### src/rtl/controle_aquecedor_pkg.sv
// Shared state encoding for the heater controller FSM and its debug display.
package controle_aquecedor_pkg;

  typedef enum logic [2:0] {
    OCIOSO    = 3'd0,
    AQUECENDO = 3'd1,
    MANTENDO  = 3'd2,
    FIM       = 3'd3,
    ERRO      = 3'd4
  } estado_t;

endpackage

### src/rtl/contador_m.sv
// Modulo-M counter with synchronous clear and enable; fim marks the terminal count.
module contador_m #(
  parameter int M = 10,
  parameter int N = 4
) (
  input  logic clock,
  input  logic reset,
  input  logic zera,
  input  logic conta,
  output logic fim
);

  logic [N-1:0] q;

  always_ff @(posedge clock or negedge reset) begin
    if (!reset)
      q <= '0;
    else if (zera)
      q <= '0;
    else if (conta)
      q <= (q == N'(M - 1)) ? '0 : q + 1'b1;
  end

  assign fim = conta && (q == N'(M - 1));

endmodule

### src/rtl/controle_aquecedor.sv
// Heater controller: boil or keep-warm with hysteresis, seconds timeout,
// cancellation and a sticky error state. All outputs decoded from next state.
module controle_aquecedor
  import controle_aquecedor_pkg::*;
#(
  parameter int CLK_HZ    = 50000000,
  parameter int TIMEOUT_S = 120,
  parameter int MANTER_S  = 30,
  parameter int W_SEG     = 8
) (
  input  logic             clock,
  input  logic             reset,
  input  logic             liga,
  input  logic             cancela,
  input  logic             modo,
  input  logic             fim_temperatura,
  input  logic             abaixo_minimo,
  output logic             ebulidor,
  output logic             fim_ebulidor,
  output logic             timeout,
  output logic             ocupado,
  output logic [W_SEG-1:0] segundos,
  output logic [2:0]       db_estado
);

  estado_t          estado, prox;
  logic             modo_lat;
  logic             tick, conta, limpa, latch_modo, ebul_prox;
  logic [W_SEG-1:0] segundos_inc;

  assign conta        = (estado == AQUECENDO) || (estado == MANTENDO);
  assign segundos_inc = (segundos == '1) ? segundos : segundos + 1'b1;

  contador_m #(
    .M(CLK_HZ),
    .N($clog2(CLK_HZ))
  ) u_prescaler (
    .clock (clock),
    .reset (reset),
    .zera  (limpa),
    .conta (conta),
    .fim   (tick)
  );

  // Transition logic; limpa restarts the prescaler and seconds on every timed-state entry
  always_comb begin
    prox       = estado;
    limpa      = 1'b0;
    latch_modo = 1'b0;
    ebul_prox  = 1'b0;
    case (estado)
      OCIOSO, ERRO: begin
        if (cancela)
          prox = OCIOSO;
        else if (liga) begin
          prox       = AQUECENDO;
          limpa      = 1'b1;
          latch_modo = 1'b1;
        end
      end
      AQUECENDO: begin
        if (cancela)
          prox = OCIOSO;
        else if (fim_temperatura) begin
          if (modo_lat) begin
            prox  = MANTENDO;
            limpa = 1'b1;
          end else
            prox = FIM;
        end else if (tick && (segundos_inc == W_SEG'(TIMEOUT_S)))
          prox = ERRO;
      end
      MANTENDO: begin
        if (cancela)
          prox = OCIOSO;
        else if (tick && (segundos_inc == W_SEG'(MANTER_S)))
          prox = FIM;
      end
      default: prox = OCIOSO;
    endcase

    case (prox)
      AQUECENDO: ebul_prox = 1'b1;
      MANTENDO: begin
        if (estado != MANTENDO)
          ebul_prox = 1'b0;
        else if (fim_temperatura)
          ebul_prox = 1'b0;
        else if (abaixo_minimo)
          ebul_prox = 1'b1;
        else
          ebul_prox = ebulidor;
      end
      default: ebul_prox = 1'b0;
    endcase
  end

  always_ff @(posedge clock or negedge reset) begin
    if (!reset) begin
      estado       <= OCIOSO;
      modo_lat     <= 1'b0;
      segundos     <= '0;
      ebulidor     <= 1'b0;
      fim_ebulidor <= 1'b0;
      timeout      <= 1'b0;
      ocupado      <= 1'b0;
      db_estado    <= 3'd0;
    end else begin
      estado       <= prox;
      ebulidor     <= ebul_prox;
      fim_ebulidor <= (prox == FIM);
      timeout      <= (prox == ERRO);
      ocupado      <= (prox == AQUECENDO) || (prox == MANTENDO);
      db_estado    <= prox;
      if (latch_modo)
        modo_lat <= modo;
      if (limpa)
        segundos <= '0;
      else if (tick)
        segundos <= segundos_inc;
    end
  end

endmodule

### config.mk
export PLATFORM = sky130hd
export DESIGN_NAME = controle_aquecedor
export DESIGN_NICKNAME = d
export VERILOG_FILES = /design/src/rtl/controle_aquecedor_pkg.sv /design/src/rtl/contador_m.sv /design/src/rtl/controle_aquecedor.sv
export SDC_FILE = /design/constraint.sdc
export NUM_CORES = 1
export LEC_CHECK = 0
export BUFFER_PORTS_ARGS = -buffer_cell sky130_fd_sc_hd__buf_2
export CAP_MARGIN = 20
export CORE_MARGIN = 8
export CORE_UTILIZATION = 35
export CTS_CLUSTER_SIZE = 24
export DETAILED_ROUTE_END_ITERATION = 12
export PLACE_DENSITY = 0.62
export SLEW_MARGIN = 20
export SYNTH_ARGS = -nofsm -noshare
export SYNTH_HDL_FRONTEND = slang
export SYNTH_HIERARCHICAL = 1
export SYNTH_SLANG_ARGS = --single-unit
### constraint.sdc
create_clock -name clock -period 3.65 [get_ports clock]
set_input_delay 0.365 -clock clock [delete_from_list [all_inputs] [get_ports clock]]
set_output_delay 0.365 -clock clock [all_outputs]
set_load 0.02 [all_outputs]
# After elaboration in Yosys (flattened, before gate mapping)

Cells that the tools add are included.

Output and inout bits: 15
Register bits after elaboration: 42
Input bits: 7

Add/sub/neg operators: 2
Eq/ne operators: 13
Multiplexer cells: 26
Reductions and logical operators: 9

Operators by type and width:

| operator                                             | count |
|---|---|
| 2-to-1 mux 26 bit                                    | 3 |
| adder 26 x 1 -> 26 bit (second input constant)       | 1 |
| equality test 26 bit (second input constant)         | 1 |
| 2-to-1 mux 8 bit                                     | 3 |
| 2-to-1 mux 3 bit                                     | 7 |
| 2-to-1 mux 1 bit                                     | 10 |
| equality test 3 x 2 -> 1 bit (second input constant) | 3 |
| case mux 3 bit (3 select lines)                      | 1 |
| adder 8 x 1 -> 8 bit (second input constant)         | 1 |
| equality test 8 x 5 -> 1 bit (second input constant) | 1 |
| equality test 8 x 7 -> 1 bit (second input constant) | 1 |
| equality test 8 bit (second input constant)          | 1 |
| equality test 3 x 1 -> 1 bit (second input constant) | 2 |
| equality test 3 bit (second input constant)          | 2 |
| != test 4 bit (second input constant)                | 1 |
| case mux 1 bit (2 select lines)                      | 2 |
| nonzero test 2 bit                                   | 2 |
| logical AND 1 bit                                    | 3 |
| zero test 3 bit                                      | 1 |
| != test 3 x 2 -> 1 bit (second input constant)       | 1 |
| logical OR 1 bit                                     | 2 |
| OR reduction 2 bit                                   | 1 |

# Longest topological paths before layout

Gate-level depths: netlist (run 1).

Depth in word-level cells: 10
Gate-level depth with buffers: 11
Mapped depth without buffers: 9

# Hierarchy

The synthesis (run 1) kept the hierarchy.

By module, submodules not included:

| module             | instances | cells each | area an instance (um2) | sequential area each (um2) |
|---|---|---|---|---|
| contador_m         | 1         | 173        | 1551.5                 | 650.6 |
| controle_aquecedor | 1         | 115        | 1073.5                 | 400.4 |

# Worst setup path before layout (run 1)

No wires, ideal clock.

Path type: register to register
Start: reg estado[0]
End: reg ebulidor
Arrival time: 2.844 ns
Period minus slack after synthesis: 2.965 ns
Required time: 3.529 ns
Cell stages (with the launch flop): 12
Library setup time: 0.121 ns
Slack: 0.685 ns
Cells stage by stage: dfrtp_1 -> nand2b_1 -> a21oi_1 -> clkbuf_1 -> inv_1 -> nor4_1 -> clkbuf_1 -> o2111ai_1 -> or4b_4 -> a2bb2oi_4 -> a211o_1 -> nand2_1

Longest elaborated chain between the ends: 10

Ends and longest elaborated chain:

| item                                                                              | line                      | source |
|---|---|---|
| start: declaration                                                                | controle_aquecedor.sv:26  | `estado_t estado, prox;` |
| start signal: assignment                                                          | controle_aquecedor.sv:109 | `estado <= prox;` |
| equality test 3 x 1 -> 1 bit or equality test 3 x 2 -> 1 bit (tied branches)      | controle_aquecedor.sv:31  | `assign conta = (estado == AQUECENDO) \|\| (estado == MANTENDO);` |
| logical OR 1 bit *                                                                | controle_aquecedor.sv:31  |  |
| via conta                                                                         | controle_aquecedor.sv:28  | `logic tick, conta, limpa, latch_modo, ebul_prox;` |
| logical AND 1 bit *                                                               | contador_m.sv:24          | `assign fim = conta && (q == N'(M - 1));` |
| via tick                                                                          | controle_aquecedor.sv:28  |  |
| logical AND 1 bit                                                                 | controle_aquecedor.sv:70  | `end else if (tick && (segundos_inc == W_SEG'(TIMEOUT_S)))` |
| 2-to-1 mux 3 bit                                                                  | controle_aquecedor.sv:70  |  |
| 2-to-1 mux 3 bit                                                                  | controle_aquecedor.sv:64  | `else if (fim_temperatura) begin` |
| 2-to-1 mux 3 bit                                                                  | controle_aquecedor.sv:62  | `if (cancela)` |
| case mux 3 bit (3 select lines) *                                                 | controle_aquecedor.sv:51  | `case (estado)` |
| equality test 3 x 2 -> 1 bit or equality test 3 x 1 -> 1 bit (tied branches)      | controle_aquecedor.sv:82  | `case (prox)` |
| != test 4 bit (no source line) or case mux 1 bit (2 select lines) (tied branches) | n/a                       |  |
| end signal: assignment                                                            | controle_aquecedor.sv:110 | `ebulidor <= ebul_prox;` |
| end: declaration                                                                  | controle_aquecedor.sv:18  | `output logic ebulidor,` |

The timed path passes the listed nets; every way through them passes the cells marked *.
A chain may end at the register's enable or synchronous reset.

# Worst setup path after layout (run 1)

Start: reg estado[0]
End: reg ocupado

Longest elaborated chain between the ends: 10

Ends and longest elaborated chain:

| item                                                                         | line                      | source |
|---|---|---|
| equality test 3 x 1 -> 1 bit or equality test 3 x 2 -> 1 bit (tied branches) | controle_aquecedor.sv:31  |  |
| logical OR 1 bit *                                                           | controle_aquecedor.sv:31  |  |
| via conta                                                                    | controle_aquecedor.sv:28  |  |
| logical AND 1 bit *                                                          | contador_m.sv:24          |  |
| via tick                                                                     | controle_aquecedor.sv:28  |  |
| logical AND 1 bit                                                            | controle_aquecedor.sv:70  |  |
| 2-to-1 mux 3 bit                                                             | controle_aquecedor.sv:70  |  |
| 2-to-1 mux 3 bit                                                             | controle_aquecedor.sv:64  |  |
| 2-to-1 mux 3 bit                                                             | controle_aquecedor.sv:62  |  |
| case mux 3 bit (3 select lines) *                                            | controle_aquecedor.sv:51  |  |
| equality test 3 x 1 -> 1 bit or equality test 3 x 2 -> 1 bit (tied branches) | controle_aquecedor.sv:113 | `ocupado <= (prox == AQUECENDO) \|\| (prox == MANTENDO);` |
| logical OR 1 bit *                                                           | controle_aquecedor.sv:113 |  |
| end signal: assignment                                                       | controle_aquecedor.sv:113 |  |
| end: declaration                                                             | controle_aquecedor.sv:21  | `output logic ocupado,` |

Marked as above.

==> summary.md, run 1 <==
| Metric | Value |
|---|---|
| Setup bufs post-CTS | `0` |
| Unrepaired setup endpoints after global routing | `false` |
| CTS tree | `built` |
| Total power | `974 uW` |
| Worst slew margin | `37.8%` |
| #FFs+latches synth | `42` |
| Startpoint Class | `flop` |
| Total die area | `about 11,000 um^2` |
| Total detailed-routing wirelength | `around 6000 um` |
| Gpl congestion | `0.828` |
| Fin crit period | `between 2 and 3 ns` |
| Clk Latency, worst-skew pair | `~0.3 ns` |
| Via density | `5.74` |
| Final Max Slew Viols | `0` |
| Area leader, netlist | `dfrtp_1` |
| Peak supply drop | `0.000131 V` |
| Setup WS post-layout | `0.802 ns` |
| Synthesized instance count | `288` |
| FF-to-FF path depth | `11` |
| Syn Std Cell Area | `2630 um^2` |
| Synth cell types | `between 50 and 60` |
| # IOs | `22` |
| Final Setup Violations | `0` |
| Setup TNS | `0 ns` |
| Cells taking the most area after synthesis | `dfrtp_1, a21oi_1, nand4_1` |
| Htree depth | `2` |
| Leakage dissipation | `0.00119 uW` |
| CTS root buffer | `clkbuf_8` |
| Die Ht | `103 um` |
| Syn_nets | `297` |
| Synth warn | `6` |
| Vias in the first global route | `~2.1k` |
| Grt total ovfl | `0` |
| Synthesis-to-layout area growth | `9.96%` |
| Max Fanout on Critical Path | `12` |
| WL/cell | `15.1 um` |
| Detailed Route Iter0 Violations | `164` |
| Synth top area share | `between 40% and 50%` |
| IO buf count | `21` |
| Number of synthesized flops with an enable pin | `0` |
| Setup crit end | `ocupado` |
| Worst hold path class | `in -> async` |
| Reg2Reg Setup Slack | `0.80 ns` |
| Status | `complete, no violations` |
| Crit path DAT | `approximately 3.0 ns` |
| Crit. Startpoint | `estado[0]` |
| Antenna Nets Post-Route | `0` |
| Period utilisation layout | `roughly four fifths` |
| Hold_buf cts | `0` |
| Final #Nets | `~320` |
| Reg2Reg Capture Point | `ocupado` |
| RR Startpoint | `estado[0]` |
| Post-placement worst setup slack | `0.859 ns` |
| First-pass GRT wire length | `10,500 um` |
| Sink Count | `42` |
| GR Util All Layers | `12.4%` |
| Fmax | `351 MHz` |
| Placed cell count | `397` |
| DR pass1 iterations | `4` |
| Post-DP HPWL | `4280 um` |
| Crit path required time | `3.84 ns` |
| Post-cts sizing count | `0` |
| Slew @ Worst Pin | `roughly 0.93 ns` |
| Sequential fraction of the synthesis area | `40.0%` |
| Core Box Area | `7250 um^2` |
| CP endpoint kind | `flop` |
| Fraction of registers with async set or reset after synthesis | `100%` |
| Power Density | `337 nW/um^2` |
| Via count | `2,330` |
| Synth Flop Type | `dfrtp_1` |
| Max cap viols | `0` |
| Utilization after layout | `39.8%` |
| Clock-pin slew on the worst setup and hold paths | `0.09 ns` |
| Die width | `103 um` |
| Count leader, synth | `dfrtp_1` |
| Worst setup path class | `reg -> reg` |
| Layout cells sized above 1 | `16.6%` |
| Initial antenna violation count | `0` |
| Core Rows | `31` |
| Layout Skew | `0.0105 ns` |
| # DRC | `0` |
| Initial core utilization | `36.2%` |
| Top post-synthesis cells by count | `dfrtp_1, nand2_1, nor2_1` |
| Final Hold Fails | `0` |
| Finished Layout Cells | `406` |
| Largest net degree at the start of global routing | `43` |
| Synth Area per Inst | `9.11 um^2` |
| Num CTS Buffers | `5` |
| N_diodes | `0` |
| CTS Buffer Depth | `2` |
==> where the power goes <==
group          switching [uW]  internal, uW
Clock                     165           153
Sequential               41.6           491
Combinational            74.4          49.1
==> sequential cells by signal, summed over array words and instances (netlist names) <==
signal / count
fim_ebulidor: 1
estado: 3
ebulidor: 1
u_prescaler/q: 26
segundos: 8
timeout: 1
modo_lat: 1
ocupado: 1
==> worst min-delay path by stage <==
stage                       end  cells past startpoint
floorplan              ebulidor                      0
global placement       modo_lat                      1
detailed placement     modo_lat                      1
CTS                 segundos[3]                      1
global route        segundos[3]                      1
finish              segundos[1]                      1
==> cells by family (layout without fill, tap and decap cells) <==
group	Yosys count	in the layout	share of synthesized area, %
compound gates	60	60	16.1
xor+xnor	12	12	4.00
fa+ha+maj	2	2	0.953
buf+inv	21	40	4.58
flops	42	42	40.0
mux	6	6	2.34
simple gates	145	145	32.0
==> area by class of cell <==
type | instances | area (um^2)
Clock buffer | 7 | 86.3
Clock inverter | 1 | 5.00
Fill cell | 756 | 4370
Inverter | 7 | 26.3
Multi-Input combinational cell | 225 | 1460
Sequential cell | 42 | 1050
Tap cell | 99 | 124
Timing Repair Buffer | 25 | 135
==> layer usage <==
metal | vias to the layer above | GRT usage, % | share of wire [%]
met2 | 59 | 19.3 | 45
met4 | 0 | 3.72 | 0.73
met3 | 5 | 2.97 | 6.2
met1 | 1142 | 16.5 | 48
li1 | 1124 | - | -
met5 | - | 0 | 0
==> cells in the final DEF (no fill, tap or decap), drive strengths merged, types with 3 or more instances in the layout <==
master | Yosys | layout
a211oi | 4 | 4
a21oi | 19 | 19
a31oi | 3 | 3
and3 | 7 | 7
and4 | 6 | 6
buf | 9 | 25
clkbuf | 5 | 7
dfrtp | 42 | 42
inv | 7 | 7
mux2i | 5 | 5
nand2 | 24 | 24
nand2b | 8 | 8
nand3 | 18 | 18
nand4 | 16 | 16
nor2 | 22 | 22
nor3 | 7 | 7
nor3b | 3 | 3
nor4 | 5 | 5
o21ai | 8 | 8
o31ai | 10 | 10
or2 | 3 | 3
or3 | 8 | 8
or4 | 11 | 11
xnor2 | 4 | 4
xor2 | 8 | 8
==> metrics by stage <==
stage          hold WS [ns]  instance area, um^2
2_1_floorplan        0.0694                 2630
3_3_place_gp          0.538                 2790
3_5_place_dp          0.542                 2790
4_1_cts               0.243                 2880
5_1_grt               0.290                 2890
6_report              0.197                 2890
==> worst max-delay path, stage by stage (launching register included) <==
cell,delay [ns]
dfrtp_1,0.45
nand2b_1,0.22
a21oi_1,0.15
buf_4,0.19
inv_1,0.08
nor4_1,0.32
buf_4,0.21
o2111ai_1,0.13
or4b_4,0.60
a2bb2oi_4,0.18
a211o_1,0.16
nand2_1,0.05
No activity file was read; power rests on OpenSTA's default activity.
==> run 2: changes to the inputs <==
clock period = 2.75 ns   (was 3.65 ns; I/O delays follow)
==> summary.md, run 2 (synthesis results as in run 1) <==
| Metric | Value |
|---|---|
| Max stage delay on crit path | `0.52 ns (was 0.60 ns)` |
| Startpoint Class | `flop (unchanged)` |
| Post-DP HPWL | `4450 um (was 4280 um)` |
| CP max-delay cell | `or4_1 (was or4b_4)` |
| # IOs | `22 (unchanged)` |
| Layout cells sized above 1 | `20.0% (was 16.6%)` |
| Max reg flops | `26 (unchanged)` |
| CTS root buffer | `clkbuf_8 (unchanged)` |
| Setup WS post-layout | `0.133 ns (was 0.802 ns)` |
| Top Registers | `u_prescaler/q: 26 flops, segundos: 8 flops, estado: 3 flops (unchanged)` |
| Reg2Reg Setup Slack | `0.13 ns (was 0.80 ns)` |
| Worst setup path class | `reg -> reg (unchanged)` |
| Period utilisation layout | `95.2% (was 78.0%)` |
| Via density | `5.56 (was 5.74)` |
| N_diodes | `0 (unchanged)` |
| Gpl congestion | `0.805 (was 0.828)` |
| Utilization after layout | `41.1% (was 39.8%)` |
| Fin crit period | `2.62 ns (was 2.85 ns)` |
| Met3 usage | `2.50% (was 2.97%)` |
| Antenna Nets Post-Route | `0 (unchanged)` |
| Fmax | `382 MHz (was 351 MHz)` |
| Worst slew margin | `27.3% (was 37.8%)` |
| Max Fanout on Critical Path | `8 (was 12)` |
| Synthesis-to-layout area growth | `13.5% (was 9.96%)` |
| Worst Path Buf+Inv | `0 (was 3)` |
| Die Ht | `103 um (unchanged)` |
| First-pass GRT wire length | `10,500 um (about the same)` |
| GR Util All Layers | `12.4% (about the same)` |
| Grt total ovfl | `0 (unchanged)` |
| CTS tree | `built (unchanged)` |
| Crit path DAT | `2.81 ns (was 3.04 ns)` |
| Family with the most delay on the worst path | `simple AND/OR/NAND/NOR gates (unchanged)` |
| Die width | `103 um (unchanged)` |
| WL/cell | `15.1 um (about the same)` |
| Leakage dissipation | `0.00123 uW (was 0.00119 uW)` |
| DR pass1 iterations | `5 (was 4)` |
| CP endpoint kind | `flop (unchanged)` |
| Peak supply drop | `0.000172 V (was 0.000131 V)` |
| Clk Latency, worst-skew pair | `0.30 ns (about the same)` |
| Htree depth | `2 (unchanged)` |
| Power Density | `461 nW/um^2 (was 337 nW/um^2)` |
| GR Util met1 | `16.3% (was 16.5%)` |
| Total die area | `10,500 um^2 (unchanged)` |
| Final Hold Fails | `0 (unchanged)` |
| Setup bufs post-CTS | `0 (unchanged)` |
| Met2 Resource Use GR | `19.8% (was 19.3%)` |
| Clock-pin slew on the worst setup and hold paths | `0.09 ns (about the same)` |
| Worst hold path class | `in -> reg (was in -> async)` |
| Slew @ Worst Pin | `1.08 ns (was 0.932 ns)` |
| Most frequent cells in the layout | `dfrtp_1, nor2_1, nand2_1, buf_2, a21oi_1 (unchanged)` |
| Sink Count | `42 (unchanged)` |
| Final Max Slew Viols | `0 (unchanged)` |
| Filler cells | `725 (was 756)` |
| Total power | `1370 uW (was 974 uW)` |
| Critical Path, Cell by Cell | `ha_1, nand3_2, or4_1, o211ai_2, or4b_4, a2bb2oi_4, a211o_1, nand2_1 (was nand2b_1, a21oi_1, buf_4, inv_1, nor4_1, buf_4, o2111ai_1, or4b_4, a2bb2oi_4, a211o_1, nand2_1)` |
| Status | `complete, no violations (unchanged)` |
| Initial core utilization | `36.2% (unchanged)` |
| Via count | `2,300 (was 2,330)` |
| Setup TNS | `0 ns (unchanged)` |
| IO buf count | `21 (unchanged)` |
| Grt peak-use layer | `met2 (unchanged)` |
| Detailed Route Iter0 Violations | `117 (was 164)` |
| Core Rows | `31 (unchanged)` |
| Crit path required time | `2.94 ns (was 3.84 ns)` |
| Layout Skew | `0.0102 ns (was 0.0105 ns)` |
| Vias in the first global route | `2,197 (was 2,140)` |
| # DRC | `0 (unchanged)` |
| CTS Buffer Depth | `2 (unchanged)` |
| Initial antenna violation count | `0 (unchanged)` |
| Max cap viols | `0 (unchanged)` |
| Final Setup Violations | `0 (unchanged)` |
| Total detailed-routing wirelength | `6260 um (was 6140 um)` |
| Post-placement worst setup slack | `0.0912 ns (was 0.859 ns)` |
| Core Box Area | `7250 um^2 (unchanged)` |
| Final #Nets | `323 (was 315)` |
| Commonest non-fill, non-tap cell in the layout | `dfrtp_1 (unchanged)` |
| Largest net degree at the start of global routing | `23 (was 43)` |
| Register with the most flip-flops | `u_prescaler/q (unchanged)` |
| Num CTS Buffers | `5 (unchanged)` |
## run 2: changes by cell type in the layout (fill, tap and decap cells not counted), sizes merged
cell / change
clkinv: -1
dlygate4sd3: +1
buf: +7
clkbuf: +1
## run 2: report_power, final
part / internal, uW / leakage [uW] / switching, uW
clock: 254 / 0.0000575 / 226
combinational: 82.4 / 0.000610 / 123
sequential: 652 / 0.000568 / 36.8
## run 2: repair_timing
item                       4_1_cts  5_1_grt
hold buffers                     1        0
setup endpoints to repair        0        6
hold endpoints to repair        21        0
gates resized for setup          0        2
## run 2: final timing paths
path	from	end	depth (start not counted)
min in group asynchronous	reset	segundos[2]	2
min reg2reg	estado[1]	estado[2]	1
min	modo	modo_lat	2
max reg2reg	segundos[1]	ebulidor	8
max in group asynchronous	reset	u_prescaler/q[7]	3
max	segundos[1]	ebulidor	8
## run 2: layout make-up
type	instances	area (um^2)	area share, %
repair buffers	33	198	6.63
multi-input cells	225	1470	49.3
clock buffers	8	110	3.69
flip-flops and latches	42	1050	35.3
inverters	7	26.3	0.882
well taps	99	124	4.16
## run 2: metrics by stage
step / cells / hold slack [ns] / instance area [um^2]
floorplan: 288 / -0.0206 / 2630
global placement: 405 / 0.283 / 2850
detailed placement: 405 / 0.286 / 2850
CTS: 414 / 0.192 / 2970
global route: 414 / 0.201 / 2980
finish: 414 / 0.206 / 2980
## run 2: layer usage
layer / wire length (um) / part of all wire [%] / vias to the layer above
li1: - / - / 1137
met1: 3050 / 49 / 1110
met2: 2760 / 44 / 43
met3: 348 / 5.6 / 10
met4: 93 / 1.5 / 0
met5: 0 / 0 / -
## run 2: worst reg2reg max path, stage by stage (launching register included)
cell       delay [ns]
dfrtp_1          0.47
ha_1             0.36
nand3_2          0.17
or4_1            0.52
o211ai_2         0.07
or4b_4           0.51
a2bb2oi_4        0.18
a211o_1          0.16
nand2_1          0.05
==> run 3: changes to the inputs <==
CORE_MARGIN = not set   (was 8)
clock period = 3.1 ns   (was 2.75 ns; I/O delays follow)
==> summary.md, run 3 (synthesis results as in run 1) <==
| Metric | Value |
|---|---|
| Met3 usage | `2.80% (was 2.50%)` |
| Setup bufs post-CTS | `0 (unchanged)` |
| Register with the most flip-flops | `u_prescaler/q (unchanged)` |
| FF-to-FF path depth | `9 (was 8)` |
| Vias in the first global route | `2,197 (unchanged)` |
| IO buf count | `21 (unchanged)` |
| Setup WS post-layout | `0.284 ns (was 0.133 ns)` |
| Sink Count | `42 (unchanged)` |
| Met2 Resource Use GR | `28.3% (was 19.8%)` |
| Antenna Nets Post-Route | `0 (unchanged)` |
| GR Util met1 | `22.2% (was 16.3%)` |
| CP endpoint kind | `flop (unchanged)` |
| # DRC | `0 (unchanged)` |
| Grt peak-use layer | `met2 (unchanged)` |
| First-pass GRT wire length | `10,300 um (was 10,500 um)` |
| Post-placement worst setup slack | `0.307 ns (was 0.0912 ns)` |
| Final Max Slew Viols | `0 (unchanged)` |
| Utilization after layout | `40.0% (was 41.1%)` |
| CTS tree | `built (unchanged)` |
| Post-DP HPWL | `4210 um (was 4450 um)` |
| Core Rows | `31 (unchanged)` |
| Worst setup path class | `reg -> reg (unchanged)` |
| Status | `complete, but fails checks (was complete, no violations)` |
| Gpl congestion | `0.852 (was 0.805)` |
| Total die area | `7850 um^2 (was 10,500 um^2)` |
| Period utilisation layout | `90.8% (was 95.2%)` |
| DP Area | `2790 um^2 (was 2850 um^2)` |
| CTS root buffer | `clkbuf_8 (unchanged)` |
| Final #Nets | `314 (was 323)` |
| Fin crit period | `2.82 ns (was 2.62 ns)` |
| Largest net degree at the start of global routing | `43 (was 23)` |
| Commonest non-fill, non-tap cell in the layout | `dfrtp_1 (unchanged)` |
| Layout Skew | `0.00568 ns (was 0.0102 ns)` |
| Num CTS Buffers | `5 (unchanged)` |
| Reg2Reg Capture Point | `ebulidor (unchanged)` |
| Detailed Route Iter0 Violations | `131 (was 117)` |
| Worst hold path class | `in -> async (was in -> reg)` |
| Total detailed-routing wirelength | `6080 um (was 6260 um)` |
| Die Ht | `88.6 um (was 103 um)` |
| WL/cell | `15.0 um (was 15.1 um)` |
| Final Hold Fails | `3 (was 0)` |
| # IOs | `22 (unchanged)` |
| Most frequent cells in the layout | `dfrtp_1, nor2_1, nand2_1, buf_2, a21oi_1 (unchanged)` |
| Reg2Reg Setup Slack | `0.28 ns (was 0.13 ns)` |
| Startpoint Class | `flop (unchanged)` |
| Final Cell Area | `2900 um^2 (was 2980 um^2)` |
| Peak supply drop | `0.000159 V (was 0.000172 V)` |
| Top Registers | `u_prescaler/q: 26 flops, segundos: 8 flops, estado: 3 flops (unchanged)` |
| Layout cells sized above 1 | `16.7% (was 20.0%)` |
| DR pass1 iterations | `4 (was 5)` |
| Clk Latency, worst-skew pair | `0.29 ns (was 0.30 ns)` |
| Unrepaired setup endpoints after global routing | `false` |
| Crit path required time | `3.29 ns (was 2.94 ns)` |
| Power Density | `409 nW/um^2 (was 461 nW/um^2)` |
| Worst slew margin | `28.2% (was 27.3%)` |
| Via density | `5.65 (was 5.56)` |
| Via count | `2,289 (was 2,300)` |
| Clock-pin slew on the worst setup and hold paths | `0.08 ns (was 0.09 ns)` |
| Setup TNS | `0 ns (unchanged)` |
| Max stage delay on crit path | `0.62 ns (was 0.52 ns)` |
| RR Startpoint | `estado[1] (was segundos[1])` |
| Critical Path, Cell by Cell | `nand2b_1, a21oi_1, inv_1, nor4_1, o2111ai_1, or4b_4, a2bb2oi_4, a211o_1, nand2_1 (was ha_1, nand3_2, or4_1, o211ai_2, or4b_4, a2bb2oi_4, a211o_1, nand2_1)` |
| Crit path DAT | `3.00 ns (was 2.81 ns)` |
| Post-cts sizing count | `0 (unchanged)` |
| N_diodes | `0 (unchanged)` |
| Max reg flops | `26 (unchanged)` |
| Die width | `88.6 um (was 103 um)` |
| CTS Buffer Depth | `2 (unchanged)` |
| Core Box Area | `7250 um^2 (unchanged)` |
| Grt total ovfl | `0 (unchanged)` |
| Initial core utilization | `36.2% (unchanged)` |
| Fmax | `355 MHz (was 382 MHz)` |
| CP max-delay cell | `or4b_4 (was or4_1)` |
| Slew @ Worst Pin | `1.07 ns (was 1.08 ns)` |
| Max Fanout on Critical Path | `8 (unchanged)` |
| Initial antenna violation count | `0 (unchanged)` |
| Hold Slack | `-0.00167 ns (was 0.206 ns)` |
| Failing checks | `negative hold slack` |
| Final Setup Violations | `0 (unchanged)` |
| Hold_buf cts | `0 (was 1)` |
| Htree depth | `2 (unchanged)` |
| Synthesis-to-layout area growth | `10.5% (was 13.5%)` |
| Max cap viols | `0 (unchanged)` |
| GR Util All Layers | `16.7% (was 12.4%)` |
| Leakage dissipation | `0.00119 uW (was 0.00123 uW)` |
-- run 3: power by group --
| group | total, uW | internal (uW) | switching (uW) | leakage (uW) |
|---|---|---|---|---|
| sequential | 626 | 578 | 48.1 | 0.000571 |
| clock | 415 | 225 | 190 | 0.0000575 |
| combinational | 144 | 56.3 | 88.0 | 0.000564 |
-- run 3: worst max-delay path: cells and delay by family (launching register included) --
family / cells / cell delay, ns
compound gates: 4 / 0.76
buf+inv: 1 / 0.10
flops: 1 / 0.47
simple gates: 4 / 1.38
-- run 3: cell type report --
| type | count | area (um^2) |
|---|---|---|
| Clock buffer | 8 | 110 |
| Tap cell | 99 | 124 |
| Fill cell | 742 | 4350 |
| Sequential cell | 42 | 1050 |
| Multi-Input combinational cell | 225 | 1460 |
| Inverter | 7 | 26.3 |
| Timing Repair Buffer | 24 | 130 |
-- run 3: metal layers --
metal	wire length (um)	up-vias
met5	0	-
met3	273	5
li1	-	1122
met1	2900	1099
met4	40	0
met2	2860	63
-- run 3: worst max path at each step --
stage / from / end / slack, ns
6_report: estado[1] / ebulidor / 0.28
5_1_grt: estado[0] / ebulidor / 0.03
4_1_cts: estado[1] / ebulidor / 0.30
3_5_place_dp: estado[1] / ebulidor / 0.31
3_3_place_gp: estado[0] / ebulidor / 0.50
2_1_floorplan: estado[0] / ebulidor / 0.13
-- run 3: metrics by stage --
stage,std cells,total power [uW]
after floorplan,288,723
after global placement,397,779
after detailed placement,397,780
after CTS,405,1200
after global routing,405,1250
final,405,1190
